**src/rtl/r5p_ifu.sv**
```systemverilog
// Instruction fetch unit: word fetch into a circular prefetch FIFO, presenting aligned instructions to decode.
// Define R5P_IFU_RVC_EN to enable compressed (16-bit) instruction alignment; default build fetches whole words only.
module r5p_ifu #(
  parameter int unsigned    IAW   = 32,
  parameter int unsigned    DEPTH = 4,
  parameter logic [IAW-1:0] PC0   = '0
)(
  input  logic           clk,
  input  logic           rst,
  output logic           if_req,
  output logic [IAW-1:0] if_adr,
  input  logic [31:0]    if_rdt,
  input  logic           if_ack,
  input  logic           jmp_vld,
  input  logic [IAW-1:0] jmp_adr,
  output logic           id_vld,
  input  logic           id_rdy,
  output logic [IAW-1:0] id_pc,
  output logic [31:0]    id_ins
);

  localparam int unsigned AW = (DEPTH > 1) ? $clog2(DEPTH) : 1;
  localparam int unsigned CW = AW + 1;

  logic           run;
  logic [IAW-1:0] fadr;
  logic [AW-1:0]  wptr, rptr;
  logic [CW-1:0]  cnt;
  logic           hof, hof_nxt;
  logic [IAW-3:0] mem_adr [DEPTH];
  logic [31:0]    mem_dat [DEPTH];
  logic           full, push, pop, wpop, avail;
  logic [31:0]    w0, w1, ins;

  assign full   = (cnt == CW'(DEPTH));
  assign if_req = run & ~full & ~jmp_vld;
  assign if_adr = fadr;
  assign push   = if_req & if_ack;
  assign pop    = id_vld & id_rdy & ~jmp_vld;
  assign w0     = mem_dat[rptr];
  assign w1     = mem_dat[rptr + AW'(1)];

`ifdef R5P_IFU_RVC_EN
  logic [15:0] hw;
  logic        is16;
  logic        unused_bits;
  assign unused_bits = ^{jmp_adr[0], w1[31:16]};

  // A 32-bit instruction starting in the high half straddles the head and the next word.
  always_comb begin
    hw      = hof ? w0[31:16] : w0[15:0];
    is16    = (hw[1:0] != 2'b11);
    ins     = {w1[15:0], w0[31:16]};
    avail   = (cnt >= CW'(2));
    wpop    = pop;
    hof_nxt = hof;
    if (is16) begin
      ins   = {16'h0000, hw};
      avail = (cnt != '0);
      wpop  = pop & hof;
      if (pop) hof_nxt = ~hof;
    end else if (!hof) begin
      ins   = w0;
      avail = (cnt != '0);
    end
    if (jmp_vld) hof_nxt = jmp_adr[1];
  end
`else
  logic unused_bits;
  assign unused_bits = ^{jmp_adr[1:0], w1};

  always_comb begin
    ins     = w0;
    avail   = (cnt != '0);
    wpop    = pop;
    hof_nxt = 1'b0;
  end
`endif

  assign id_vld = avail;
  assign id_ins = id_vld ? ins : 32'h0;
  assign id_pc  = id_vld ? {mem_adr[rptr], hof, 1'b0} : PC0;

  // Control state; a redirect overrides both fetch write and decode pop.
  always_ff @(posedge clk or negedge rst) begin
    if (!rst) begin
      run  <= 1'b0;
      fadr <= PC0;
      wptr <= '0;
      rptr <= '0;
      cnt  <= '0;
      hof  <= 1'b0;
    end else begin
      run <= 1'b1;
      hof <= hof_nxt;
      if (jmp_vld) begin
        fadr <= {jmp_adr[IAW-1:2], 2'b00};
        wptr <= '0;
        rptr <= '0;
        cnt  <= '0;
      end else begin
        if (push) begin
          fadr <= fadr + IAW'(4);
          wptr <= wptr + AW'(1);
        end
        if (wpop) rptr <= rptr + AW'(1);
        cnt <= cnt + CW'(push) - CW'(wpop);
      end
    end
  end

  // Buffer storage carries no reset; occupancy alone decides validity.
  always_ff @(posedge clk) begin
    if (push) begin
      mem_adr[wptr] <= fadr[IAW-1:2];
      mem_dat[wptr] <= if_rdt;
    end
  end

endmodule

```
**config.mk**
```make
export PLATFORM = sky130hd
export DESIGN_NAME = r5p_ifu
export DESIGN_NICKNAME = d
export VERILOG_FILES = /design/src/rtl/r5p_ifu.sv
export SDC_FILE = /design/constraint.sdc
export NUM_CORES = 1
export LEC_CHECK = 0
export ABC_AREA = 1
export BUFFER_PORTS_ARGS = -buffer_cell sky130_fd_sc_hd__buf_4
export CAP_MARGIN = 10
export CORE_UTILIZATION = 23
export CTS_BUF_LIST = sky130_fd_sc_hd__clkbuf_4 sky130_fd_sc_hd__clkbuf_8
export DETAILED_ROUTE_END_ITERATION = 6
export HOLD_SLACK_MARGIN = 0.06
export PLACE_DENSITY_LB_ADDON = 0.15
export SYNTH_ARGS = -nofsm -noshare
export SYNTH_HDL_FRONTEND = slang
export SYNTH_SLANG_ARGS = --single-unit
```
**constraint.sdc**
```tcl
create_clock -name clk -period 4.8 [get_ports clk]
set_input_delay 0 -clock clk [delete_from_list [all_inputs] [get_ports clk]]
set_output_delay 0 -clock clk [all_outputs]
set_load 0.01 [all_outputs]
```
---- After elaboration in Yosys (flattened, before gate mapping) ----
Memory sizes are Yosys's and may differ from the RTL's.
Index checks and enable logic that the tools add are counted.
cells by class
  $add $sub $neg .......................... 5
  eq/ne operators ......................... 1
  muxes and demuxes ....................... 11
  bitwise gates (word level) .............. 7
  reduce and logical (&&, ||, !) cells .... 3
operators by type and width
  operator                 number
  $mux W32                 4
  $add A32 B3 Y32 const B  1
  $mux W2                  4
  $and A1 B1 Y1            5
  $add A2 B1 Y2 const B    2
  $reduce_bool A2 Y1       2
  $add A3 B1 Y3            1
  $eq A3 B3 Y1 const B     1
  $mux W3                  1
  $reduce_bool A3 Y1       1
  $sub A3 B1 Y3            1
  $mux W1                  2
  $not A1 Y1               2
storage, ports and cells
  flip-flop bits (word level) ............. 40
  memory bits (writable) .................. 248
  bits of input ports ..................... 69
  output and inout port bits .............. 98
  logic and storage cells ................. 34
  memories kept ........................... 2
memory list
  name     depth  bits a word  read ports  clocked after memory_dff  wr ports  line  source
  mem_dat  4      32           1           0                         1         31    logic [31:0] mem_dat [DEPTH];
  mem_adr  4      30           1           0                         1         30    logic [IAW-3:0] mem_adr [DEPTH];

---- Depth between registers and ports, before layout ----
Gate-level depths: netlist (run 1).
  depth after elaboration ................. 8
  mapped depth ............................ 11
  depth with buffers taken out ............ 11

---- Least setup slack after synthesis (run 1) ----
OpenSTA, ideal clock, no wires.
  path type ............................... reg2reg
  from .................................... register cnt[1]
  to ...................................... memory mem_adr[0][0] in the netlist's numbering, enable pin
  library setup time ...................... 482 ps
  arrival ................................. 3479 ps
  data required time ...................... 4318 ps
  slack ................................... 839 ps
  stages on the path, launching flop included .. 6
  clock period less this slack ............ 3961 ps
  cell sequence ........................... dfrtp_1 -> nor2_1 -> nand2_2 -> nand4_4 -> buf_2 -> nor2_1
between the ends
  cells in the longest elaborated chain, start to end .. 7
RTL lines
  item                           line  source
  from (decl)                    28    logic [CW-1:0] cnt;
  from (signal assigned)         107   cnt <= cnt + CW'(push) - CW'(wpop);
  $eq A3 B3 Y1                   35    assign full = (cnt == CW'(DEPTH));
  $not A1 Y1                     36    assign if_req = run & ~full & ~jmp_vld;
  $and A1 B1 Y1 (2 in series)    36
  $and A1 B1 Y1                  38    assign push = if_req & if_ack;
  $mux W1                        114   if (push) begin
  $mux W1 (not written as such)  115   mem_adr[wptr] <= fadr[IAW-1:2];
  to (decl)                      30
No other way between the ends.

---- Worst setup path in the final report (run 1) ----
  from .................................... register rptr[0]
  to ...................................... output port id_pc[13]
between the ends
  cells in the longest elaborated chain, start to end .. 2
RTL lines
  item                    line  source
  from (decl)             27    logic [AW-1:0] wptr, rptr;
  from (signal assigned)  106   if (wpop) rptr <= rptr + AW'(1);
  $mem_v2 Z4 W30          n/a
  $mux W32                82    assign id_pc = id_vld ? {mem_adr[rptr], hof, 1'b0} : PC0;
  to (decl)               18    output logic [IAW-1:0] id_pc,
No other way between the ends.

==> results.yml, run 1 <==
clock_network:
  clk_pin_slew_ps: 60
  htreeDepth: 2
  cts_buffers: 53
  cts_tree: "built"
  post-cts-setup-buffer-count: 0
  cts_buffer_depth: 3
  insertion_delay_ps: 630
  clock-sinks: 286
  root_buffer: "clkbuf_8"
yosys:
  async_reset_ff_frac: 0.133
  yosys_warnings: 0
  ys_ff_latch: 286
  synthCells: 1160
  yosysSeqAreaShare: 0.679
  synthFlopType: "edfxtp_1"
  synth_edf_count: 248
  syn-cell-area_um2: 12400
  synth_cell_type_count: 32
  avgSynthCellArea_um2: 10.7
final_layout:
  nFillCells: 5408
  fin_nets: 1511
  area_growth_pct: 32.6
  fin_util: 0.310
  seq_area_um2: 8400
  layout.cells.non_filler: 2162
  multiInputGateArea_um2: 3470
  drive_gt1_frac: 0.200
sta:
  rsz0062_at_grt: "false"
  fin_tns_setup_ps: 0
  setup_viol: 0
  max_freq_mhz: 307
  tightest_slew_ps: 1040
  worst_clock_skew_ps: 35.1
  relSlewSlack: 0.310
  fin_crit_ps: 3260
  final.period_utilization: 0.679
  finalHoldViolCount: 0
  finalMaxSlewViolations: 0
  setup_ws_ps: 1540
place:
  place_congestion: 0.755
  post-place-ws_ps: 2030
  dp_hpwl_mm: 20.8
  portBuffers: 160
  place_inst: 1961
setup_path:
  crit_chain: "buf_4 > nor2_1 > nor2_1 > o21ai_0 > a21oi_1 > buf_4"
  start_kind: "flop"
  crit_path_end_kind: "output pin"
  timing.reg2reg.setup_slack_ps: 2110
  path_class: "flop to output pin"
  reg2reg_to: "mem_adr[0][1]$_DFFE_PP_"
  cp_data_arrival_time_ps: 3260
  critPathMaxFanout: 67
  rr_worst_depth: 5
  crit_required_ps: 4800
  cpMaxStageDelayCell: "dfrtp_4"
  cp_slowest_stage_delay_ps: 980
  r2r_start: "cnt[1]$_DFF_PN0_"
  startpoint: "rptr[0]$_DFFE_PN0P_"
routing:
  wl_mm: 36.8
  wl_per_cell_um: 17.0
  drc: 20
  detail_route.vias_per_cell: 4.22
  drtIter0Drc: 408
  num_vias: 9127
  antenna_left: 0
  firstDrtPassIters: 7
power_and_ir_drop:
  cellLeakagePower_nw: 6.19
  p_comb_frac: 0.259
  internal-power_mw: 4.90
  clockPowerShare: 0.319
  vdd_drop_max_uv: 287
  pwr-share-seq: 0.422
  switchingPower_mw: 2.41
  swShare: 0.330
  p_per_area_nw_per_um2: 446
min_path:
  hold_start: "if_ack"
  holdCritPathClass: "input port to flop"
  min_to: "if_adr[25]$_DFFE_PN0N_"
  whs_path_depth: 6
job:
  drv_cap: 0
status:
  violations: "DRC"
  outcome: "complete, but fails checks"
die:
  die-area_um2: 54700
  coreArea_um2: 52900
  die_h_um: 234
  std_cell_rows: 84
  io_pins: 167
  dieWidth_um: 234
  start_util: 0.234
global_route:
  grt_max_degree: 73
  grt_usage: 0.137
  antenna_found_initial: 0
  grt_pass1_wl_mm: 55.4
  overflow: 0
  first_global_vias: 9158
[worst max-delay path, delay by kind of cell (launching register included)]
kind	cells	cell delay, ps
compound gates	2	400
buf+inv	2	920
flops	1	980
simple gates	2	210
[sequential cells by signal, summed over array words and instances, names as in the netlist]
| signal | flops |
|---|---|
| wptr | 2 |
| cnt | 3 |
| if_adr | 30 |
| run | 1 |
| rptr | 2 |
| mem_dat | 128 |
| mem_adr | 120 |
[synth_stat cells, types with 3 or more instances]
library cell,count,share of area
ha_1,7,0.0071
o21ai_1,24,0.0097
nor2_2,4,0.0020
nand2_1,155,0.047
clkbuf_2,4,0.0016
o21ai_0,106,0.043
inv_2,6,0.0018
xor2_1,3,0.0021
nor2_1,289,0.088
o21bai_1,7,0.0042
a21oi_1,63,0.025
nor2_4,6,0.0055
buf_2,14,0.0057
o211ai_1,4,0.0024
buf_4,14,0.0085
clkbuf_1,28,0.0085
nand3_1,67,0.027
nand2_2,10,0.0051
inv_1,48,0.015
edfxtp_1,248,0.60
dfrtp_1,38,0.077
[kinds of logic (layout without fill, tap and decap cells)]
kind of cell    Yosys count  count (layout)  synth area share
buf+inv                 118             428            0.0433
compound gates          204             204            0.0848
xor+xnor                  5               5           0.00354
other cells               2               6          0.000607
fa+ha+maj                 8               8           0.00870
simple gates            537             537             0.180
flops                   286             286             0.679
[per-stage QoR]
stage	cell area (um2)	hold slack, ps	power, mW
after floorplan	12400	-296	4.04
after global placement	14300	35.1	5.02
after detailed placement	14300	33.8	5.03
after CTS	16400	60.2	7.49
after global routing	16400	86.8	7.78
final	16400	127	7.31
[routing by layer]
| layer | global-route usage | wire length, um | up-vias |
|---|---|---|---|
| met5 | 0 | 0 | - |
| met4 | 0.0408 | 809 | 0 |
| met3 | 0.0288 | 1550 | 60 |
| met2 | 0.228 | 17500 | 194 |
| met1 | 0.176 | 16900 | 4376 |
| li1 | - | - | 4497 |
[worst max path at each step]
stage,end,slack [ps]
after CTS,id_pc[13],1360
after detailed placement,mem_dat[0][25]$_DFFE_PP_,2030
final,id_pc[13],1540
after global routing,id_pc[13],1270
after floorplan,mem_adr[0][0]$_DFFE_PP_,840
after global placement,mem_dat[0][25]$_DFFE_PP_,2030
[cell type report]
type                    instances  area share
multi-input cells             759       0.212
inverters                      56      0.0130
diodes                          1    0.000153
clock buffers                  75      0.0546
repair buffers                278       0.147
flip-flops and latches        286       0.512
well taps                     688      0.0525
clock inverters                19     0.00870
[power by group through the flow]
| stage | combinational, mW | clock [mW] | sequential [mW] |
|---|---|---|---|
| 3_5_place_dp | 1.88 | 0 | 3.15 |
| 3_3_place_gp | 1.88 | 0 | 3.14 |
| 5_1_grt | 2.12 | 2.53 | 3.12 |
| 2_1_floorplan | 1.03 | 0 | 3.01 |
| 4_1_cts | 1.96 | 2.44 | 3.10 |
| 6_report | 1.89 | 2.33 | 3.09 |
[timing repair]
action | in CTS | in global routing
hold endpoints to repair | 201 | 0
hold buffers | 106 | 0
gates resized for setup | 0 | 0
[placed cells by master, fill, tap and decap left out, drive strengths merged, types with 4 or more instances in the layout]
master,n
buf,173
ha,7
o21ai,130
edfxtp,248
o21bai,7
nor2,299
clkinv,15
dlygate4sd3,105
nand2,166
a21oi,63
clkbuf,75
o211ai,4
inv,57
dfrtp,38
conb,5
nand3,67
(Power assumes the default switching activity.)
==> run 2, diff against run 1 <==
Settings changed: ABC_AREA 1 to 0.
Clock period 4.8 ns to 2.8 ns, I/O delays scaled along.
==> run 2 against run 1 <==
  * The flow now finishes without violations
  * Register-to-register slack worse by 1900 ps
  * Via count is 25% lower
  * Count of clock-buffer cells in the layout is 3 higher
  * Sequential share of layout area is 1.6 points higher
  * Highest routed layer unchanged
  * Setup slack worse by 1400 ps
  * Power is 68% higher
  * Synthesized cell count is 44% lower
  * Routed wire length is 14% lower
  * Non-clock buffer count is 10 higher
==> results.yml, run 2 <==
clock_network:
  cts_buffer_depth: 3
  cts_tree: "built"
  clk_pin_slew_ps: 60
  htreeDepth: 2
  post-cts-setup-buffer-count: 0
  cts_buffers: 53
  clock-sinks: 286
  insertion_delay_ps: 620
  root_buffer: "clkbuf_8"
yosys:
  synth.area.top_cells: "edfxtp_1 (64%), mux4_2 (12%), dfrtp_1 (8.2%)"
  avgSynthCellArea_um2: 17.9
  synthFlopType: "edfxtp_1"
  synth_most_common_cell: "edfxtp_1"
  synth_edf_count: 248
  synth_cell_type_count: 44
  synthCells: 647
  yosysSeqAreaShare: 0.724
  synth_top_area_cell: "edfxtp_1"
  ys_ff_latch: 286
  async_reset_ff_frac: 0.133
  synth.top_cell.area_share: 0.642
  yosys_warnings: 0
  ys_top_cells_by_count: "edfxtp_1 (248), and2_1 (68), mux4_2 (62)"
  syn-cell-area_um2: 11600
sta:
  relSlewSlack: 0.497
  fin_crit_ps: 2620
  finalMaxSlewViolations: 0
  final.period_utilization: 0.936
  max_freq_mhz: 382
  finalHoldViolCount: 0
  setup_viol: 0
  whs_ps: 135
  rsz0062_at_grt: "false"
  fin_tns_setup_ps: 0
  worst_clock_skew_ps: 29.3
  tightest_slew_ps: 755
setup_path:
  crit_chain: "nand4_2 > or2_0 > or4_4 > nand3b_1 > o211ai_1 > dlygate4sd3_1"
  crit_buf_inv: 1
  path_class: "flop to flop"
  cp_data_arrival_time_ps: 3130
  cp_slowest_stage_delay_ps: 580
  r2r_start: "if_adr[5]$_DFFE_PN0N_"
  crit_required_ps: 3310
  startpoint: "if_adr[5]$_DFFE_PN0N_"
  crit_path_end_kind: "flop"
  start_kind: "flop"
  path_delay_family: "simple AND/OR/NAND/NOR gates"
  critPathMaxFanout: 9
  cpMaxStageDelayCell: "dfrtp_1"
routing:
  drtIter0Drc: 292
  firstDrtPassIters: 4
  wl_mm: 31.6
  num_vias: 6826
  drc: 0
  antenna_left: 0
  detail_route.vias_per_cell: 4.10
  wl_per_cell_um: 19.0
die:
  start_util: 0.235
  io_pins: 167
  dieWidth_um: 227
  die-area_um2: 51300
  coreArea_um2: 49400
  die_h_um: 227
  std_cell_rows: 81
global_route:
  grt_max_degree: 65
  grt_pass1_wl_mm: 47.3
  grt_usage: 0.126
  antenna_found_initial: 0
  first_global_vias: 7510
  overflow: 0
final_layout:
  antenna_cells: 0
  fin_nets: 1036
  nFillCells: 4887
  layout.cells.non_filler: 1665
  area_growth_pct: 37.2
  layout_commonest_cell: "edfxtp_1"
  drive_gt1_frac: 0.354
  fin_area_um2: 15900
  top_register: "mem_dat"
  largest_reg_flops: 128
  final_cell_mix: "edfxtp_1 (248), buf_4 (177), dlygate4sd3_1 (102)"
job:
  drv_cap: 0
status:
  outcome: "completed"
power_and_ir_drop:
  clockPowerShare: 0.323
  internal-power_mw: 8.70
  pwr-share-seq: 0.409
  switchingPower_mw: 3.57
  cellLeakagePower_nw: 5.59
  swShare: 0.291
  vdd_drop_max_uv: 490
  p_comb_frac: 0.268
  p_per_area_nw_per_um2: 771
place:
  dpl_cell_area_um2: 13800
  place_inst: 1465
  portBuffers: 160
  place_congestion: 0.667
  dp_hpwl_mm: 19.2
min_path:
  hold_start: "if_rdt[18]"
  holdCritPathClass: "input port to flop"
[run 2: power by group through the flow]
stage	Clock, mW	Sequential (mW)	Combinational (mW)
floorplan	0	5.04	1.72
global placement	0	5.11	3.30
detailed placement	0	5.11	3.28
CTS	4.13	5.03	3.43
global route	4.27	5.05	3.64
finish	3.96	5.02	3.29
[run 2: layout make-up]
cell class / instances / area [um2] / area share
inverters: 8 / 30.0 / 0.00189
multi-input cells: 322 / 3060 / 0.192
clock buffers: 78 / 948 / 0.0596
flip-flops and latches: 286 / 8410 / 0.529
clock inverters: 19 / 92.6 / 0.00582
repair buffers: 288 / 2540 / 0.160
well taps: 664 / 831 / 0.0522
[run 2: cells by family (layout without fill, tap and decap cells)]
| kind of cell | after synthesis | after routing | share of synthesized area |
|---|---|---|---|
| flops | 286 | 286 | 0.724 |
| simple gates | 182 | 182 | 0.0906 |
| mux | 64 | 64 | 0.122 |
| buf+inv | 42 | 393 | 0.0156 |
| compound gates | 34 | 34 | 0.0153 |
| xor+xnor | 29 | 29 | 0.0219 |
| fa+ha+maj | 8 | 8 | 0.00928 |
| other cells | 2 | 5 | 0.000648 |
[run 2: path summary, 6_finish.rpt]
| kind | endpoint | slack (ps) | cells past startpoint |
|---|---|---|---|
| worst max-delay path | if_adr[19]$_DFFE_PN0N_ | 180 | 6 |
| worst min-delay path | mem_dat[1][18]$_DFFE_PP_ | 140 | 2 |
| worst max register to register | if_adr[19]$_DFFE_PN0N_ | 180 | 6 |
| worst min register to register | wptr[1]$_DFFE_PN0N_ | 580 | 2 |
| max in group asynchronous | rptr[0]$_DFFE_PN0P_ | 2150 | 4 |
| min in group asynchronous | if_adr[15]$_DFFE_PN0N_ | 400 | 4 |
[run 2: repair_timing]
item,in CTS,in global routing
hold endpoints to repair,203,0
hold buffers,103,0
resized for setup,0,5
setup endpoints to repair,0,4
[run 2: through the flow]
step | setup slack (ps) | util | power [mW]
2_1_floorplan | 87.4 | - | 6.76
3_3_place_gp | 445 | 0.279 | 8.40
3_5_place_dp | 498 | 0.279 | 8.39
4_1_cts | 26.3 | 0.322 | 12.6
5_1_grt | 1.42 | 0.322 | 13.0
6_report | 180 | 0.322 | 12.3
[run 2: per-layer routing]
metal,GRT usage,share of wire,vias up
li1,-,-,3123
met1,0.162,0.44,3472
met2,0.205,0.48,169
met3,0.0307,0.057,62
met4,0.0456,0.025,0
met5,0,0,-
[run 2: worst reg2reg max path: cells and delay by family, from the launching register on]
family	cells	cell delay (ps)
AO/OA/AOI/OAI	1	90
buffers and inverters	1	570
flip-flops	1	580
AND/OR/NAND/NOR	4	1270
